**src/rtl/mult_seq_ctrl.sv**
```systemverilog
// Sequencing controller for a shift-add multiplier: gates operand loads from the
// switches and issues one clear, then add/shift pulses per multiplier bit.
module mult_seq_ctrl #(
    parameter int WIDTH = 8
) (
    input  logic                       clk,
    input  logic                       rst,
    input  logic                       ldm,
    input  logic                       ldq,
    input  logic                       start,
    input  logic                       q0,
    output logic                       ld_m,
    output logic                       ld_q,
    output logic                       clr_a,
    output logic                       add_en,
    output logic                       shift_en,
    output logic                       busy,
    output logic                       done,
    output logic [$clog2(WIDTH+1)-1:0] iter
);

    localparam int IW = $clog2(WIDTH + 1);
    localparam logic [IW-1:0] LAST = IW'(WIDTH - 1);

    typedef enum logic [2:0] {
        S_IDLE  = 3'd0,
        S_CLR   = 3'd1,
        S_TEST  = 3'd2,
        S_ADD   = 3'd3,
        S_SHIFT = 3'd4,
        S_DONE  = 3'd5
    } state_t;

    state_t        r_state;
    state_t        w_next;
    logic          r_start_q;
    logic          w_start_rise;
    logic [IW-1:0] r_iter;
    logic          r_clr_a;
    logic          r_add_en;
    logic          r_shift_en;
    logic          r_busy;
    logic          r_done;

    assign w_start_rise = start & ~r_start_q;

    always_comb begin
        w_next = r_state;
        case (r_state)
            S_IDLE:  if (w_start_rise) w_next = S_CLR;
            S_CLR:   w_next = S_TEST;
            S_TEST:  w_next = q0 ? S_ADD : S_SHIFT;
            S_ADD:   w_next = S_SHIFT;
            S_SHIFT: w_next = (r_iter == LAST) ? S_DONE : S_TEST;
            // A fresh start takes priority over a load request when leaving DONE.
            S_DONE: begin
                if (w_start_rise)      w_next = S_CLR;
                else if (ldm || ldq)   w_next = S_IDLE;
            end
            default: w_next = S_IDLE;
        endcase
    end

    // Outputs are registered from the next state so they line up with the state register.
    always_ff @(posedge clk) begin
        if (rst) begin
            r_state    <= S_IDLE;
            r_start_q  <= 1'b0;
            r_iter     <= '0;
            r_clr_a    <= 1'b0;
            r_add_en   <= 1'b0;
            r_shift_en <= 1'b0;
            r_busy     <= 1'b0;
            r_done     <= 1'b0;
        end else begin
            r_state    <= w_next;
            r_start_q  <= start;
            if (w_next == S_CLR)
                r_iter <= '0;
            else if (r_state == S_SHIFT)
                r_iter <= r_iter + IW'(1);
            r_clr_a    <= (w_next == S_CLR);
            r_add_en   <= (w_next == S_ADD);
            r_shift_en <= (w_next == S_SHIFT);
            r_busy     <= (w_next == S_CLR) || (w_next == S_TEST) ||
                          (w_next == S_ADD) || (w_next == S_SHIFT);
            r_done     <= (w_next == S_DONE);
        end
    end

    // Loads requested while busy are dropped, never queued.
    assign ld_m     = ldm & ~r_busy;
    assign ld_q     = ldq & ~r_busy;
    assign clr_a    = r_clr_a;
    assign add_en   = r_add_en;
    assign shift_en = r_shift_en;
    assign busy     = r_busy;
    assign done     = r_done;
    assign iter     = r_iter;

endmodule

```
**config.mk**
```make
export PLATFORM = sky130hd
export DESIGN_NAME = mult_seq_ctrl
export DESIGN_NICKNAME = d
export VERILOG_FILES = /design/src/rtl/mult_seq_ctrl.sv
export SDC_FILE = /design/constraint.sdc
export NUM_CORES = 1
export LEC_CHECK = 0
export CORE_AREA = 2 2 39 41
export DETAILED_ROUTE_END_ITERATION = 10
export DIE_AREA = 0 0 41 43
export PLACE_DENSITY = 0.76
export SLEW_MARGIN = 25
export SYNTH_ARGS = -nofsm -noshare
export SYNTH_HDL_FRONTEND = slang
export SYNTH_SLANG_ARGS = --single-unit
export TNS_END_PERCENT = 10
```
**constraint.sdc**
```tcl
create_clock -name clk -period 2.35 [get_ports clk]
set_input_delay 0.3525 -clock clk [delete_from_list [all_inputs] [get_ports clk]]
set_output_delay 0.3525 -clock clk [all_outputs]
set_load 0.02 [all_outputs]
```
==> out/qor.txt, run 1 <==
status = completed
WHS = 574 ps
ys async rst share = 0%
fillers = 125
# DRC = 0
Crit path top cell by count = clkdlybuf4s50_1
vias per cell = 5.44
VDD IR-drop max = 0.316 mV
CP Launch Type = input pin
main combinational cell family by area after synthesis = simple AND/OR/NAND/NOR gates
Synth area leader = dfxtp_1
most numerous cell in the Yosys netlist = dfxtp_1
CTS tree = yes
CP max stage delay = 600 ps
CP endpoint kind = primary output
Synth Instances = 60
Max Clk Rate = 0.513 GHz
dpl hpwl = 860 um
total track usage = 15.2%
EDFF count, synth = 0
Post-Synth XOR/XNOR Area = 4.38%
Routed Antenna Nets = 0
layout cells sized above 1 = 11.5%
maxcap violations = 0
vias = 511
sequential fraction of the synthesis area = 43.4%
min cycle time layout = 1950 ps
cell breakdown of the critical path = clkdlybuf4s50_1 > nor2b_1 > clkdlybuf4s50_1
HP Class = reg2reg
WL per Instance = 12.6 um
Starting Density = 43.3%
synth top area cells = dfxtp_1 (43%), nor2b_1 (5.2%), a211oi_1 (5.0%)
Core ar. = 1380 um^2
Ports = 17
Synth Area in Adders = 2.09%
Clock Tree Buf Depth = 2
gpl congestion = 0.754
Core Util, Final = 57.8%
largest net degree at the start of global routing = 12
Main synth FF type = dfxtp_1
Post-CTS Repair Setup Buffers = 0
RSZ-0062 raised after global routing = false
number of global-route vias before repair = 420
hold violation count in the final report = 0
Detailed Route Iter0 Violations = 10
DRT Pass-1 Iters = 4
area grow syn2layout = 33.4%
YS warnings = 0
Pleak = 0.280 nW
width of the die = 41 um
slowest CP cell = clkdlybuf4s50_1
pwr/cell area = 576 nW/um^2
Overflow after GRT = 0
mux contribution to synthesized area = 3.34%
clk_lat worst skew = 260 ps
Std-Cell Rows = 14
Resize count post-CTS = 0
ANT cells = 0
post-synthesis sequential element count = 13
first-pass GRT wire length = 1.82 mm
Final period util = 83.0%
complex-gate fraction of the synthesized area = 18.8%
Max transition margin = 69.1%
critical path class = in2out
I/O Buffers = 16
synthesized area = 599 um^2
Slew Limit Fails = 0
Worst Tran Pin Value = 463 ps
Synth top cells by count = dfxtp_1 (13), nor2_1 (7), nor2b_1 (5)
CP Data Required Time = 2000 ps
Clock Skew = 3.84 ps
final wirelength = 1.18 mm
Avg Cell Area, Syn = 9.99 um^2
CTS Buf Count = 3
# hold bufs at CTS = 0
Syn Nets = 67
share of the synthesized area in the top cell type = 43.4%
Clock Sinks = 13
Die Ht = 43 um
Synth cell types = 29
initial antenna violation count = 0
Worst EP arrival = 1600 ps
TNS Setup = 0 ps
CTS root buffer = clkbuf_4
Synth Area in Simple Gates = 25.7%
Die Area = 1760 um^2
crit path max fanout = 3
Nets = 86
setup violators final = 0
H-tree level count = 1
Clock transition at path regs = 80 ps
## critical path: cells and delay by family
family / cells / cell delay [ps]
simple gates: 1 / 140
buf+inv: 2 / 1100
## final timing paths
kind	cells past startpoint	end	from	slack (ps)
setup / recovery	3	ld_m	ldm	400
hold / removal	2	iter[1]	iter[1]	570
setup reg to reg	4	busy	r_state[2]	800
hold reg to reg	2	iter[1]	iter[1]	570
## cells by family after synthesis
group	count (synthesis)
adders and majority gates	1
xor gates and xnor gates	3
and+or+nand+nor	25
DFF	13
buffers and inverters	3
AOI/OAI and AO/OA	13
muxes	2
## power breakdown
group,total (mW),switching [mW],internal [mW]
combinational,0.0880,0.0441,0.0439
sequential,0.241,0.0112,0.230
clock,0.132,0.0660,0.0656
total,0.460,0.121,0.339
## through the flow
step | setup slack [ps] | instances | cell area, um^2 | power [mW]
4_1_cts | 392 | 94 | 800 | 0.464
3_5_place_dp | 397 | 90 | 773 | 0.334
2_1_floorplan | 888 | 60 | 599 | 0.296
3_3_place_gp | 413 | 90 | 773 | 0.332
6_report | 401 | 94 | 800 | 0.460
5_1_grt | 337 | 94 | 800 | 0.487
## placed cells by master, fill, tap and decap left out, types with 2 or more instances in the layout
cell and count:
a211oi_1 4, a21oi_1 2, clkbuf_4 3, clkdlybuf4s50_1 16, dfxtp_1 13, mux2i_1 2, nand2_1 2, nand3b_1 2
nor2_1 7, nor2b_1 5, xor2_1 2
## state kept, by name (all words and copies together) (netlist names)
register,count
iter,4
add_en,1
clr_a,1
done,1
shift_en,1
r_state,3
r_start_q,1
busy,1
## metal layers
layer / up-vias / wire length (um) / track usage (%) / share of wire, %
met5: - / 0 / 0 / 0
met4: 0 / 19 / 10.0 / 1.6
met3: 2 / 43 / 3.14 / 3.6
met2: 10 / 540 / 20.9 / 46
met1: 245 / 578 / 20.4 / 49
li1: 254 / - / - / -
## area by class of cell
| class | count | area, um^2 | share of cell area [%] |
|---|---|---|---|
| multi-input cells | 44 | 325 | 40.7 |
| flip-flops and latches | 13 | 260 | 32.6 |
| repair buffers | 17 | 168 | 21.0 |
| clock buffers | 4 | 26.3 | 3.29 |
| well taps | 16 | 20.0 | 2.50 |
(Power assumes the default switching activity.)
==> inputs of run 2 (changes only) <==
--- a/config.mk
+++ b/config.mk
@@ -5,10 +5,10 @@
 export SDC_FILE = /design/constraint.sdc
 export NUM_CORES = 1
 export LEC_CHECK = 0
-export CORE_AREA = 2 2 39 41
+export CORE_MARGIN = 2
+export CORE_UTILIZATION = 44
 export DETAILED_ROUTE_END_ITERATION = 10
-export DIE_AREA = 0 0 41 43
-export PLACE_DENSITY = 0.76
+export PLACE_DENSITY = 0.75
 export SLEW_MARGIN = 25
 export SYNTH_ARGS = -nofsm -noshare
 export SYNTH_HDL_FRONTEND = slang
==> constraint.sdc (replaced) <==
create_clock -name clk -period 2 [get_ports clk]
set_input_delay 0.3 -clock clk [delete_from_list [all_inputs] [get_ports clk]]
set_output_delay 0.3 -clock clk [all_outputs]
set_load 0.02 [all_outputs]
==> run 2 against run 1 <==
Sequential power up 17%. Power rose by 21%. Die area is 5.1% lower. Core utilization grew 5.5 points. Setup slack got worse by 250 ps. Final cell count increased by 1.1%. Critical path depth is the same. Global-route usage is 2.5 points higher. Non-clock buffer count grew 2. Via count shrank 0.20%. Largest cell class unchanged.
==> out/qor.txt, run 2 (synthesis results as in run 1) <==
CP Data Required Time = 1700 ps
Overflow after GRT = 0
total track usage = 17.6%
layout cells sized above 1 = 13.8%
Crit path top cell by count = clkdlybuf4s50_1
number of global-route vias before repair = 419
CTS tree = yes
register area = 260 um^2
initial antenna violation count = 0
Detailed Route Iter0 Violations = 1
ANT cells = 0
maxcap violations = 0
H-tree level count = 1
width of the die = 40.9 um
CP endpoint kind = primary output
Clock Skew = 1.84 ps
min cycle time layout = 1850 ps
setup violators final = 0
area of the multi-input gates = 325 um^2
CP max stage delay = 610 ps
Core ar. = 1280 um^2
first-pass GRT wire length = 1.81 mm
largest net degree at the start of global routing = 12
Reg2Reg Setup Slack = 490 ps
TNS Setup = 0 ps
post-route setup slack = 154 ps
clk_lat worst skew = 280 ps
Final period util = 92.3%
cell breakdown of the critical path = clkdlybuf4s50_1 > nor2b_1 > clkdlybuf4s50_1
Die Ht = 40.9 um
DRT Pass-1 Iters = 2
fillers = 119
Largest register FFs = 4
critical path class = in2out
Core Util, Final = 63.3%
Post-Place Worst Slack = 153 ps
pwr/cell area = 685 nW/um^2
hold path start = start
VDD IR-drop max = 0.437 mV
Max Clk Rate = 0.542 GHz
vias per cell = 5.37
Worst Tran Pin Value = 423 ps
WL per Instance = 12.8 um
crit path max fanout = 3
I/O Buffers = 16
Pleak = 0.289 nW
final wirelength = 1.22 mm
RSZ-0062 raised after global routing = false
vias = 510
Slew Limit Fails = 0
status = completed
Max transition margin = 71.7%
Post-CTS Repair Setup Buffers = 0
commonest non-fill, non-tap cells in the layout = clkdlybuf4s50_1 (16), dfxtp_1 (13), nor2_1 (7), nor2b_1 (5), a211oi_1 (4)
Nets = 88
Clock Tree Buf Depth = 2
Std-Cell Rows = 13
gpl congestion = 0.704
Buf+Inv Stages, Crit Path = 2
# DRC = 0
CP delay by family, top = buffers and inverters
Clock Sinks = 13
area grow syn2layout = 35.7%
slowest CP cell = clkdlybuf4s50_1
# hold bufs at CTS = 0
Worst EP arrival = 1550 ps
Ports = 17
Clock transition at path regs = 80 ps
CTS Buf Count = 3
Resize count post-CTS = 0
commonest non-fill, non-tap cell in the layout = clkdlybuf4s50_1
Die Area = 1670 um^2
dpl hpwl = 873 um
worst setup path start = ldq
placed instance count = 91
CTS root buffer = clkbuf_4
Starting Density = 46.6%
Routed Antenna Nets = 0
r2r startpoint = r_state[0]
Layout Cells excl Fill = 95
hold violation count in the final report = 0
CP Launch Type = input pin
HP Class = in2reg
==> run 2: area by class of cell <==
type / count / area share (%)
clock buffers: 4 / 3.23
multi-input cells: 44 / 40.0
flip-flops and latches: 13 / 32.0
well taps: 15 / 2.31
repair buffers: 19 / 22.5
==> run 2: layer usage <==
| layer | GRT usage, % | vias to the layer above | share of wire (%) |
|---|---|---|---|
| met4 | 12.5 | 0 | 2.4 |
| met1 | 21.3 | 235 | 46 |
| li1 | - | 258 | - |
| met3 | 3.26 | 5 | 4.4 |
| met2 | 27.7 | 12 | 47 |
| met5 | 0 | - | 0 |
==> run 2: worst reg2reg max path, stage by stage, from the launching register on <==
cell,delay (ps)
dfxtp_1,540
nor2_1,90
a32o_1,260
a21oi_1,320
a311oi_2,160
==> run 2: worst paths after layout <==
check	cells after the start	endpoint
worst max-delay path	3	ld_q
worst max register to register	4	busy
worst min register to register	2	iter[3]
worst min-delay path	2	r_start_q
==> run 2: through the flow <==
stage / hold slack [ps] / area (um^2) / power (mW)
after global routing: 600 / 813 / 0.585
final: 593 / 813 / 0.557
after global placement: 563 / 787 / 0.397
after CTS: 601 / 813 / 0.557
after detailed placement: 585 / 787 / 0.399
after floorplan: 374 / 599 / 0.348
==> run 2: where the power goes <==
part | total, mW | switching (mW) | internal (mW)
logic | 0.109 | 0.0526 | 0.0568
registers | 0.283 | 0.0130 | 0.270
clock network | 0.165 | 0.0875 | 0.0775
total | 0.557 | 0.153 | 0.404
